--- config.mk ---
export PLATFORM = sky130hd
export DESIGN_NAME = stream_monitor
export DESIGN_NICKNAME = d
export VERILOG_FILES = /design/src/rtl/stream_monitor.sv
export SDC_FILE = /design/constraint.sdc
export NUM_CORES = 2
export LEC_CHECK = 0
export ABC_AREA = 1
export CAP_MARGIN = 20
export CORE_MARGIN = 2
export CORE_UTILIZATION = 28
export CTS_CLUSTER_SIZE = 20
export DETAILED_ROUTE_END_ITERATION = 7
export SYNTH_ARGS = -nofsm -noshare
export SYNTH_HDL_FRONTEND = slang
export SYNTH_SLANG_ARGS = --single-unit
--- constraint.sdc ---
create_clock -name clk -period 2.85 [get_ports clk]
set_clock_uncertainty 0.2 [all_clocks]
set_input_delay 0.57 -clock clk [delete_from_list [all_inputs] [get_ports clk]]
set_output_delay 0.57 -clock clk [all_outputs]
set_load 0.03 [all_outputs]
--- src/rtl/stream_monitor.sv ---
// stream_monitor: passive multi-channel Avalon-ST tap. Keeps per-channel
// traffic counters (flits, packets, SOPs, bytes, stalls) plus SOP/EOP
// framing-error counters, with an atomic snapshot/clear into a shadow bank
// that software reads back through a one-cycle registered read port.
module stream_monitor #(
  parameter int NUM_CH  = 4,
  parameter int EMPTY_W = 6,
  parameter int CNT_W   = 32,
  parameter int SAT     = 1
) (
  input  logic                       clk,
  input  logic                       rst_n,
  input  logic [NUM_CH-1:0]          mon_valid,
  input  logic [NUM_CH-1:0]          mon_ready,
  input  logic [NUM_CH-1:0]          mon_sop,
  input  logic [NUM_CH-1:0]          mon_eop,
  input  logic [NUM_CH*EMPTY_W-1:0]  mon_empty,
  input  logic                       snap_req,
  input  logic                       clr_req,
  input  logic                       rd_en,
  input  logic [$clog2(NUM_CH)+2:0]  rd_addr,
  output logic [CNT_W-1:0]           rd_data,
  output logic                       rd_valid,
  output logic                       err_irq
);

  // Live counters per channel; the status word (index 7) is built on the fly.
  localparam int NCNT  = 7;
  localparam int BPB_W = EMPTY_W + 1;
  localparam logic [BPB_W-1:0] BPB = {1'b1, {EMPTY_W{1'b0}}};
  localparam logic SAT_EN = (SAT != 0);

  localparam int IDX_FLIT   = 0;
  localparam int IDX_PKT    = 1;
  localparam int IDX_SOP    = 2;
  localparam int IDX_BYTE   = 3;
  localparam int IDX_STALL  = 4;
  localparam int IDX_ESOP   = 5;
  localparam int IDX_ENOSOP = 6;

  typedef enum logic {
    ST_IDLE   = 1'b0,
    ST_IN_PKT = 1'b1
  } state_t;

  state_t            state_r     [NUM_CH];
  state_t            state_nxt_s [NUM_CH];
  logic [NUM_CH-1:0] acc_s;
  logic [NUM_CH-1:0] stall_s;
  logic [BPB_W-1:0]  byt_s       [NUM_CH];
  logic [CNT_W-1:0]  add_s       [NUM_CH][NCNT];
  logic [CNT_W-1:0]  cnt_r       [NUM_CH][NCNT];
  logic [CNT_W-1:0]  cnt_nxt_s   [NUM_CH][NCNT];
  logic [NCNT-1:0]   ovf_s       [NUM_CH];
  logic [NCNT-1:0]   sat_r       [NUM_CH];
  logic [CNT_W-1:0]  shd_r       [NUM_CH][8];
  logic [31:0]       rd_ch_s;
  logic [CNT_W-1:0]  rd_word_s;
  logic              err_any_s;

  // Counter add: returns {overflow, value}. In saturating mode an add that
  // would carry out clamps to all-ones and flags overflow; otherwise it wraps.
  function automatic logic [CNT_W:0] cnt_add(input logic [CNT_W-1:0] val,
                                             input logic [CNT_W-1:0] addend,
                                             input logic             sat_en);
    logic [CNT_W:0] sum;
    sum = {1'b0, val} + {1'b0, addend};
    if (sat_en && sum[CNT_W]) begin
      cnt_add = {1'b1, {CNT_W{1'b1}}};
    end else begin
      cnt_add = {1'b0, sum[CNT_W-1:0]};
    end
  endfunction

  // Status word: {zeros, in_pkt, sticky saturation flags}.
  function automatic logic [CNT_W-1:0] status_word(input state_t st,
                                                   input logic [NCNT-1:0] sat);
    status_word = CNT_W'({(st == ST_IN_PKT), sat});
  endfunction

  // Decode each channel's handshake into per-counter addends.
  always_comb begin
    acc_s   = '0;
    stall_s = '0;
    byt_s   = '{default: '0};
    add_s   = '{default: '0};
    for (int c = 0; c < NUM_CH; c++) begin
      acc_s[c]   = mon_valid[c] & mon_ready[c];
      stall_s[c] = mon_valid[c] & ~mon_ready[c];
      if (mon_eop[c]) begin
        byt_s[c] = BPB - {1'b0, mon_empty[c*EMPTY_W +: EMPTY_W]};
      end else begin
        byt_s[c] = BPB;
      end
      add_s[c][IDX_FLIT]   = CNT_W'(acc_s[c]);
      add_s[c][IDX_PKT]    = CNT_W'(acc_s[c] & mon_eop[c]);
      add_s[c][IDX_SOP]    = CNT_W'(acc_s[c] & mon_sop[c]);
      add_s[c][IDX_BYTE]   = acc_s[c] ? CNT_W'(byt_s[c]) : {CNT_W{1'b0}};
      add_s[c][IDX_STALL]  = CNT_W'(stall_s[c]);
      add_s[c][IDX_ESOP]   = CNT_W'(acc_s[c] & mon_sop[c] & (state_r[c] == ST_IN_PKT));
      add_s[c][IDX_ENOSOP] = CNT_W'(acc_s[c] & ~mon_sop[c] & (state_r[c] == ST_IDLE));
    end
  end

  // Framing FSM next state: a SOP always (re)starts a packet, EOP closes it.
  always_comb begin
    state_nxt_s = state_r;
    for (int c = 0; c < NUM_CH; c++) begin
      if (acc_s[c]) begin
        case (state_r[c])
          ST_IDLE: begin
            if (mon_sop[c] && !mon_eop[c]) begin
              state_nxt_s[c] = ST_IN_PKT;
            end else begin
              state_nxt_s[c] = ST_IDLE;
            end
          end
          ST_IN_PKT: begin
            if (mon_eop[c]) begin
              state_nxt_s[c] = ST_IDLE;
            end else begin
              state_nxt_s[c] = ST_IN_PKT;
            end
          end
          default: state_nxt_s[c] = ST_IDLE;
        endcase
      end else begin
        state_nxt_s[c] = state_r[c];
      end
    end
  end

  // Framing FSM state register; clear requests deliberately leave it alone.
  always_ff @(posedge clk) begin
    if (!rst_n) begin
      for (int c = 0; c < NUM_CH; c++) begin
        state_r[c] <= ST_IDLE;
      end
    end else begin
      for (int c = 0; c < NUM_CH; c++) begin
        state_r[c] <= state_nxt_s[c];
      end
    end
  end

  // Per-channel, per-counter adders; each channel's arithmetic is independent.
  always_comb begin
    cnt_nxt_s = '{default: '0};
    ovf_s     = '{default: '0};
    for (int c = 0; c < NUM_CH; c++) begin
      for (int i = 0; i < NCNT; i++) begin
        {ovf_s[c][i], cnt_nxt_s[c][i]} = cnt_add(cnt_r[c][i], add_s[c][i], SAT_EN);
      end
    end
  end

  // Live counters and sticky saturation flags; clear drops this cycle's events.
  always_ff @(posedge clk) begin
    if (!rst_n || clr_req) begin
      for (int c = 0; c < NUM_CH; c++) begin
        sat_r[c] <= '0;
        for (int i = 0; i < NCNT; i++) begin
          cnt_r[c][i] <= '0;
        end
      end
    end else begin
      for (int c = 0; c < NUM_CH; c++) begin
        sat_r[c] <= sat_r[c] | ovf_s[c];
        for (int i = 0; i < NCNT; i++) begin
          cnt_r[c][i] <= cnt_nxt_s[c][i];
        end
      end
    end
  end

  // Shadow bank: captures pre-event live values, so snap+clear is atomic.
  always_ff @(posedge clk) begin
    if (!rst_n) begin
      for (int c = 0; c < NUM_CH; c++) begin
        for (int i = 0; i < 8; i++) begin
          shd_r[c][i] <= '0;
        end
      end
    end else if (snap_req) begin
      for (int c = 0; c < NUM_CH; c++) begin
        for (int i = 0; i < NCNT; i++) begin
          shd_r[c][i] <= cnt_r[c][i];
        end
        shd_r[c][7] <= status_word(state_r[c], sat_r[c]);
      end
    end else begin
      shd_r <= shd_r;
    end
  end

  // Read mux over the shadow bank; unmapped channels read as zero.
  always_comb begin
    rd_ch_s   = 32'(rd_addr >> 3);
    rd_word_s = '0;
    for (int c = 0; c < NUM_CH; c++) begin
      rd_word_s = rd_word_s | ((rd_ch_s == 32'(c)) ? shd_r[c][rd_addr[2:0]] : {CNT_W{1'b0}});
    end
  end

  // Registered read port; data holds its last value between reads.
  always_ff @(posedge clk) begin
    if (!rst_n) begin
      rd_data  <= '0;
      rd_valid <= 1'b0;
    end else begin
      rd_valid <= rd_en;
      if (rd_en) begin
        rd_data <= rd_word_s;
      end else begin
        rd_data <= rd_data;
      end
    end
  end

  // Any nonzero live framing-error counter across all channels.
  always_comb begin
    err_any_s = 1'b0;
    for (int c = 0; c < NUM_CH; c++) begin
      err_any_s = err_any_s | (|cnt_r[c][IDX_ESOP]) | (|cnt_r[c][IDX_ENOSOP]);
    end
  end

  // Error interrupt, registered one cycle behind the live counters.
  always_ff @(posedge clk) begin
    if (!rst_n) begin
      err_irq <= 1'b0;
    end else begin
      err_irq <= err_any_s;
    end
  end

endmodule

# Word-level counts from Yosys, hierarchy flattened
# Memories as Yosys holds them, arrays and structs flattened.
# Cells that the tools add are included.
dict set report totals {
  wordCells 282
  input_bits 50
  ram_bits 924
  out_inout_bits 34
  latch_bits 0
  ff_bits 966
  memories 2
  rom_bits 0
}
dict set report classes {
  n_reduce_logical 19
  n_shift 0
  multipliers 0
  mux 99
  n_eq_ne 3
  add_sub_neg 32
  order_cmp 1
  bitwise_logic 87
  div 0
}
# memory words word_bits read_ports rd_clocked_by_memory_dff wr line_no
set memory_table {}
lappend memory_table {cnt_r 4 224 4 0 4 52} ;# logic [CNT_W-1:0] cnt_r [NUM_CH][NCNT];
lappend memory_table {sat_r 4 7 4 0 4 55} ;# logic [NCNT-1:0] sat_r [NUM_CH];
# operator count
set ops {}
lappend ops {{2-to-1 mux 32 bit} 40}
lappend ops {{2-to-1 mux 33 bit} 28}
lappend ops {{adder 32 x 1 -> 33 bit} 20}
lappend ops {{binary-select mux 32 bit (select 3 bit)} 4}
lappend ops {{OR reduction 32 bit} 8}
lappend ops {{adder 32 x 32 -> 33 bit} 4}
lappend ops {{adder 32 x 7 -> 33 bit} 4}
lappend ops {{bitwise AND 1 x 32 -> 32 bit} 4}
lappend ops {{bitwise AND 32 x 1 -> 32 bit} 4}
lappend ops {{NOT 1 -> 32 bit} 4}
lappend ops {{OR 32 bit} 3}
lappend ops {{2-to-1 mux 7 bit} 12}
lappend ops {{OR 1 bit} 39}
lappend ops {{logical NOT 32 bit} 1}
lappend ops {{OR 7 bit} 4}
lappend ops {{subtractor 7 x 6 -> 7 bit, first input constant} 4}
lappend ops {{bitwise AND 1 bit} 20}
lappend ops {{2-to-1 mux 1 bit} 11}
lappend ops {{NOT 1 bit} 8}
lappend ops {{case mux 1 bit (2 select lines)} 4}
lappend ops {{logical NOT 1 bit} 5}
lappend ops {{== test 2 bit, second input constant} 2}
lappend ops {{>= comparator 4 bit, second input constant} 1}
lappend ops {{logical AND 1 bit} 4}
lappend ops {{other kinds (3)} 3}

# Logic depth before layout (Yosys ltp)
# An unclocked memory read counts as a cell.
dict set report logic_depth {
  ltp_word 9
  mapped_depth 18
  mapped_depth_nobuf 18
}

# Least setup slack after synthesis
# OpenSTA, ideal clock, no wires.
dict set report synth_timing {
  path_type {input to register}
  from {in mon_empty[0]}
  to {mem cnt_r[0][117] in the netlist's numbering}
  setup_time_ns 0.109
  path_slack_ns 0.082
  stages 16
  arrival_ns 2.459
  t_required_ns 2.541
  path_buffers 1
  path_cell_list {inv_1 ha_1 nand3_1 nor2_1 nand2_1 a21oi_1 ha_1 nand2_1 inv_1 a21oi_1 nand2_1 nand4_1 buf_2 nand3_1 nand2_1 inv_1}
}
# item line_no
set synth_lines {}
lappend synth_lines {{from (decl)} 17} ;# input logic [NUM_CH*EMPTY_W-1:0] mon_empty,
lappend synth_lines {{to (decl)} 52}

# Worst setup path in the final report
dict set report layout_timing {
  from {reg rd_data[20]}
  to {out rd_data[20]}
}
# item line_no
set layout_lines {}
lappend layout_lines {{from (decl)} 22} ;# output logic [CNT_W-1:0] rd_data,
lappend layout_lines {{from (signal assigned)} 213} ;# rd_data <= rd_word_s;
lappend layout_lines {{from (signal assigned)} 215} ;# rd_data <= rd_data;
# No word-level cell between the ends.

==> summary.md <==
| Metric | Value |
|---|---|
| Outcome | finished with violations |
| Failing checks | design-rule violations |
| Flops & latches, synth | between 1500 and 2000 |
| Detailed-route via count | 96500 |
| Finished Core Util | 34.0% |
| Final RePlAce weighted congestion | 0.997 |
| Cell breakdown of the critical path | clkdlybuf4s50_1 |
| Dominant cells by area after synthesis | dfxtp_1 (40%), nand2_1 (12%), nor2_1 (8.7%) |
| Most frequent cells in the layout | nand2_1 (3085), nor2_1 (2201), dfxtp_1 (1890) |
| Clk pwr share | 48.6% |
| Sequential area share after synthesis | 39.7% |
| Initial antenna violation count | 7 |
| Core Box Area | 339000 um2 |
| CTS root buffer | clkbuf_16 |
| Crit-path slowest cell | clkdlybuf4s50_1 |
| Total chip power | 0.0627 W |
| CP required | 2080 ps |
| Crit share post-route | between 90% and 100% |
| GRT overflow | 0 |
| Mapped Nets | 14800 |
| Clock Tree Buf Depth | 4 |
| Clk slew on worst S/H paths | around 60 ps |
| Final ANT Viol Nets | 0 |
| Hpwl dp | 265000 um |
| Clk_lat worst skew | 950 ps |
| Largest net degree at the start of global routing | 188 |
| CTS tree | yes |
| # DRC | 5 |
| Die Span Y | 588 um |
| Routed vias/inst | approximately 4.8 |
| GR Util All Layers | 19.3% |
| Max cap viols | 0 |
| Cells after Synth | 14700 |
| Final setup viols | 0 |
| Critical Path Start Type | register |
| LEAKAGE | 47.5 nW |
| Switching pwr | 0.0161 W |
| Fin nets | 15500 |
| Asr flop ratio synth | 0% |
| Yosys warns | 0 |
| Achievable Freq | 0.366 GHz |
| Area Overhead vs Synth | 21.1% |
| Final Hold Viols | 0 |
| First-pass GRT wire length | 529000 um |
| Share of cells above drive strength 1 | 9.61% |
| P_int | 0.0466 W |
| VDD IR max | approximately 0.48 mV |
| Postcts setup bufs | 0 |
| Pwr/cell area | 543 nW/um2 |
| Vias in the first global route | 88600 |
| IO Pins | 84 |
| CTS Buf Count | 219 |
| CP endpoint kind | output port |
| Port bufs | a little over 80 |
| Num Clock Sinks | 1890 |
| Max Used Layer | met5 |
| Critical path type | register to output port |
| RSZ-0062 raised after global routing | no |
| Initial DRT Pass Iterations | 8 |
| Iteration-0 DRC Markers | a little over 9000 |
| M1 WL | 160000 um |
| Worst Hold Class | primary input to register |
| CP top delay family | buffers and inverters |
| Met2 wire len | 150000 um |
| Synth area leader | dfxtp_1 |
| Worst slew pin tran | 870 ps |
| Post-Route WL | between 300000 and 400000 um |
| Max transition margin | 42.0% |
| Avg Cell Area, Syn | 6.49 um2 |
| Flop pwr share | 43.9% |
| Main flop type after synthesis | dfxtp_1 |
| Comb pwr share | 7.5% |
| Initial Util | 28.1% |
| Site Rows | ~210 |
| Synth top area share | 39.7% |
| Die ar. | 345000 um2 |
| H-tree depth | 4 |
| CP peak stage delay | between 600 and 700 ps |
| WP data arrival | 1960 ps |
| Post-Syn Area | 95300 um2 |
| Routed wl met3 | 21500 um |
| Crit path time final | 2730 ps |
| Slew Viols, Final | 0 |
| WL per Instance | 17.4 um |
| Post-synth EDFFs | 0 |
| Bufs and invs on worst path | 1 |
| Commonest non-fill, non-tap cell in the layout | nand2_1 |
| Crit Path Max Fanout | 2 |
| Chip Width | 588 um |
| Cell variety after synth | 50 |
| Switching share of power | between 20 and 30% |
[per-layer routing]
| metal | vias up | GRT usage [%] |
|---|---|---|
| li1 | 48700 | - |
| met1 | 44500 | 26.7 |
| met2 | 2726 | 30.0 |
| met3 | 540 | 2.38 |
| met4 | 2 | 8.62 |
| met5 | - | 0 |
[final timing paths]
| check | end | slack, ps | from | cells after the start |
|---|---|---|---|---|
| hold / removal | rd_valid$_SDFF_PN0_ | 190 | rd_en | 4 |
| hold reg to reg | shd_r[103]$_SDFFE_PN0P_ | 250 | shd_r[103]$_SDFFE_PN0P_ | 2 |
| setup reg to reg | cnt_r[1][272]$_SDFF_PP0_ | 260 | state_r[0]$_SDFFE_PN0N_ | 13 |
| setup / recovery | rd_data[20] | 120 | rd_data[20]$_SDFFE_PN0P_ | 1 |
[sequential cells by signal, indices dropped and copies added, names as in the netlist]
| signal | cells |
|---|---|
| sat_r | 28 |
| rd_valid | 1 |
| err_irq | 1 |
| rd_data | 32 |
| state_r | 4 |
| shd_r | 928 |
| cnt_r | 896 |
[power groups by stage]
stage / sequential [W] / combinational [W] / clock (W)
after CTS: 0.0275 / 0.00460 / 0.0311
after floorplan: 0.0280 / 0.00241 / 0
final: 0.0275 / 0.00468 / 0.0305
after global placement: 0.0281 / 0.00455 / 0
after detailed placement: 0.0281 / 0.00457 / 0
after global routing: 0.0276 / 0.00503 / 0.0321
[logic make-up after synthesis]
group | share of synthesized area (%)
AND/OR/NAND/NOR | 31.7
buffers and inverters | 10.0
adder cells (fa/ha/maj) | 1.13
XOR/XNOR | 2.74
flip-flops | 39.7
AO/OA/AOI/OAI | 14.8
[layout make-up]
type	count	area [um2]
well taps	4536	5680
inverters	1765	6660
repair buffers	1106	9620
flip-flops and latches	1890	37800
clock inverters	113	1610
multi-input cells	10400	48000
clock buffers	292	6100
diodes	4	10.0
fillers	36900	224000
[synth_stat cells, types with 2 or more instances]
library cell / count
nand2_1: 3085
nor2_1: 2204
dfxtp_1: 1890
inv_1: 1753
o21ai_0: 1409
nand3_1: 1392
a21oi_1: 1124
clkbuf_1: 419
nor3_1: 323
xor2_1: 243
buf_2: 208
nand4_1: 143
o211ai_1: 119
ha_1: 80
xnor2_1: 55
a31oi_1: 47
buf_1: 39
nor2_2: 23
nand3b_1: 22
nand2_2: 12
a21oi_2: 11
inv_2: 11
buf_6: 10
nor2_4: 9
nand3_2: 8
nor3_2: 7
and2_1: 6
a211oi_1: 4
fa_1: 4
o21ai_1: 4
or2_2: 4
a21o_1: 3
buf_4: 3
nor4_1: 3
a31oi_2: 2
nor3_4: 2
nor3b_1: 2
[stage by stage]
stage	cell area (um2)	TNS, ps	hold slack [ps]	worst slack (ps)	instances
5_1_grt	115000	0	138	19.7	20100
6_report	115000	0	191	117	20100
3_5_place_dp	108000	-328680	244	-654	19700
2_1_floorplan	95300	0	229	81.6	14700
3_3_place_gp	108000	-307680	239	-599	19700
4_1_cts	115000	0	89.4	46.8	20100
[repair_timing]
item	in CTS	in global routing
endpoints found under the setup margin	3	0
resized for setup	3	0
hold endpoints to repair	135	0
hold buffers	3	0
Power figures use the tool's default switching activity.
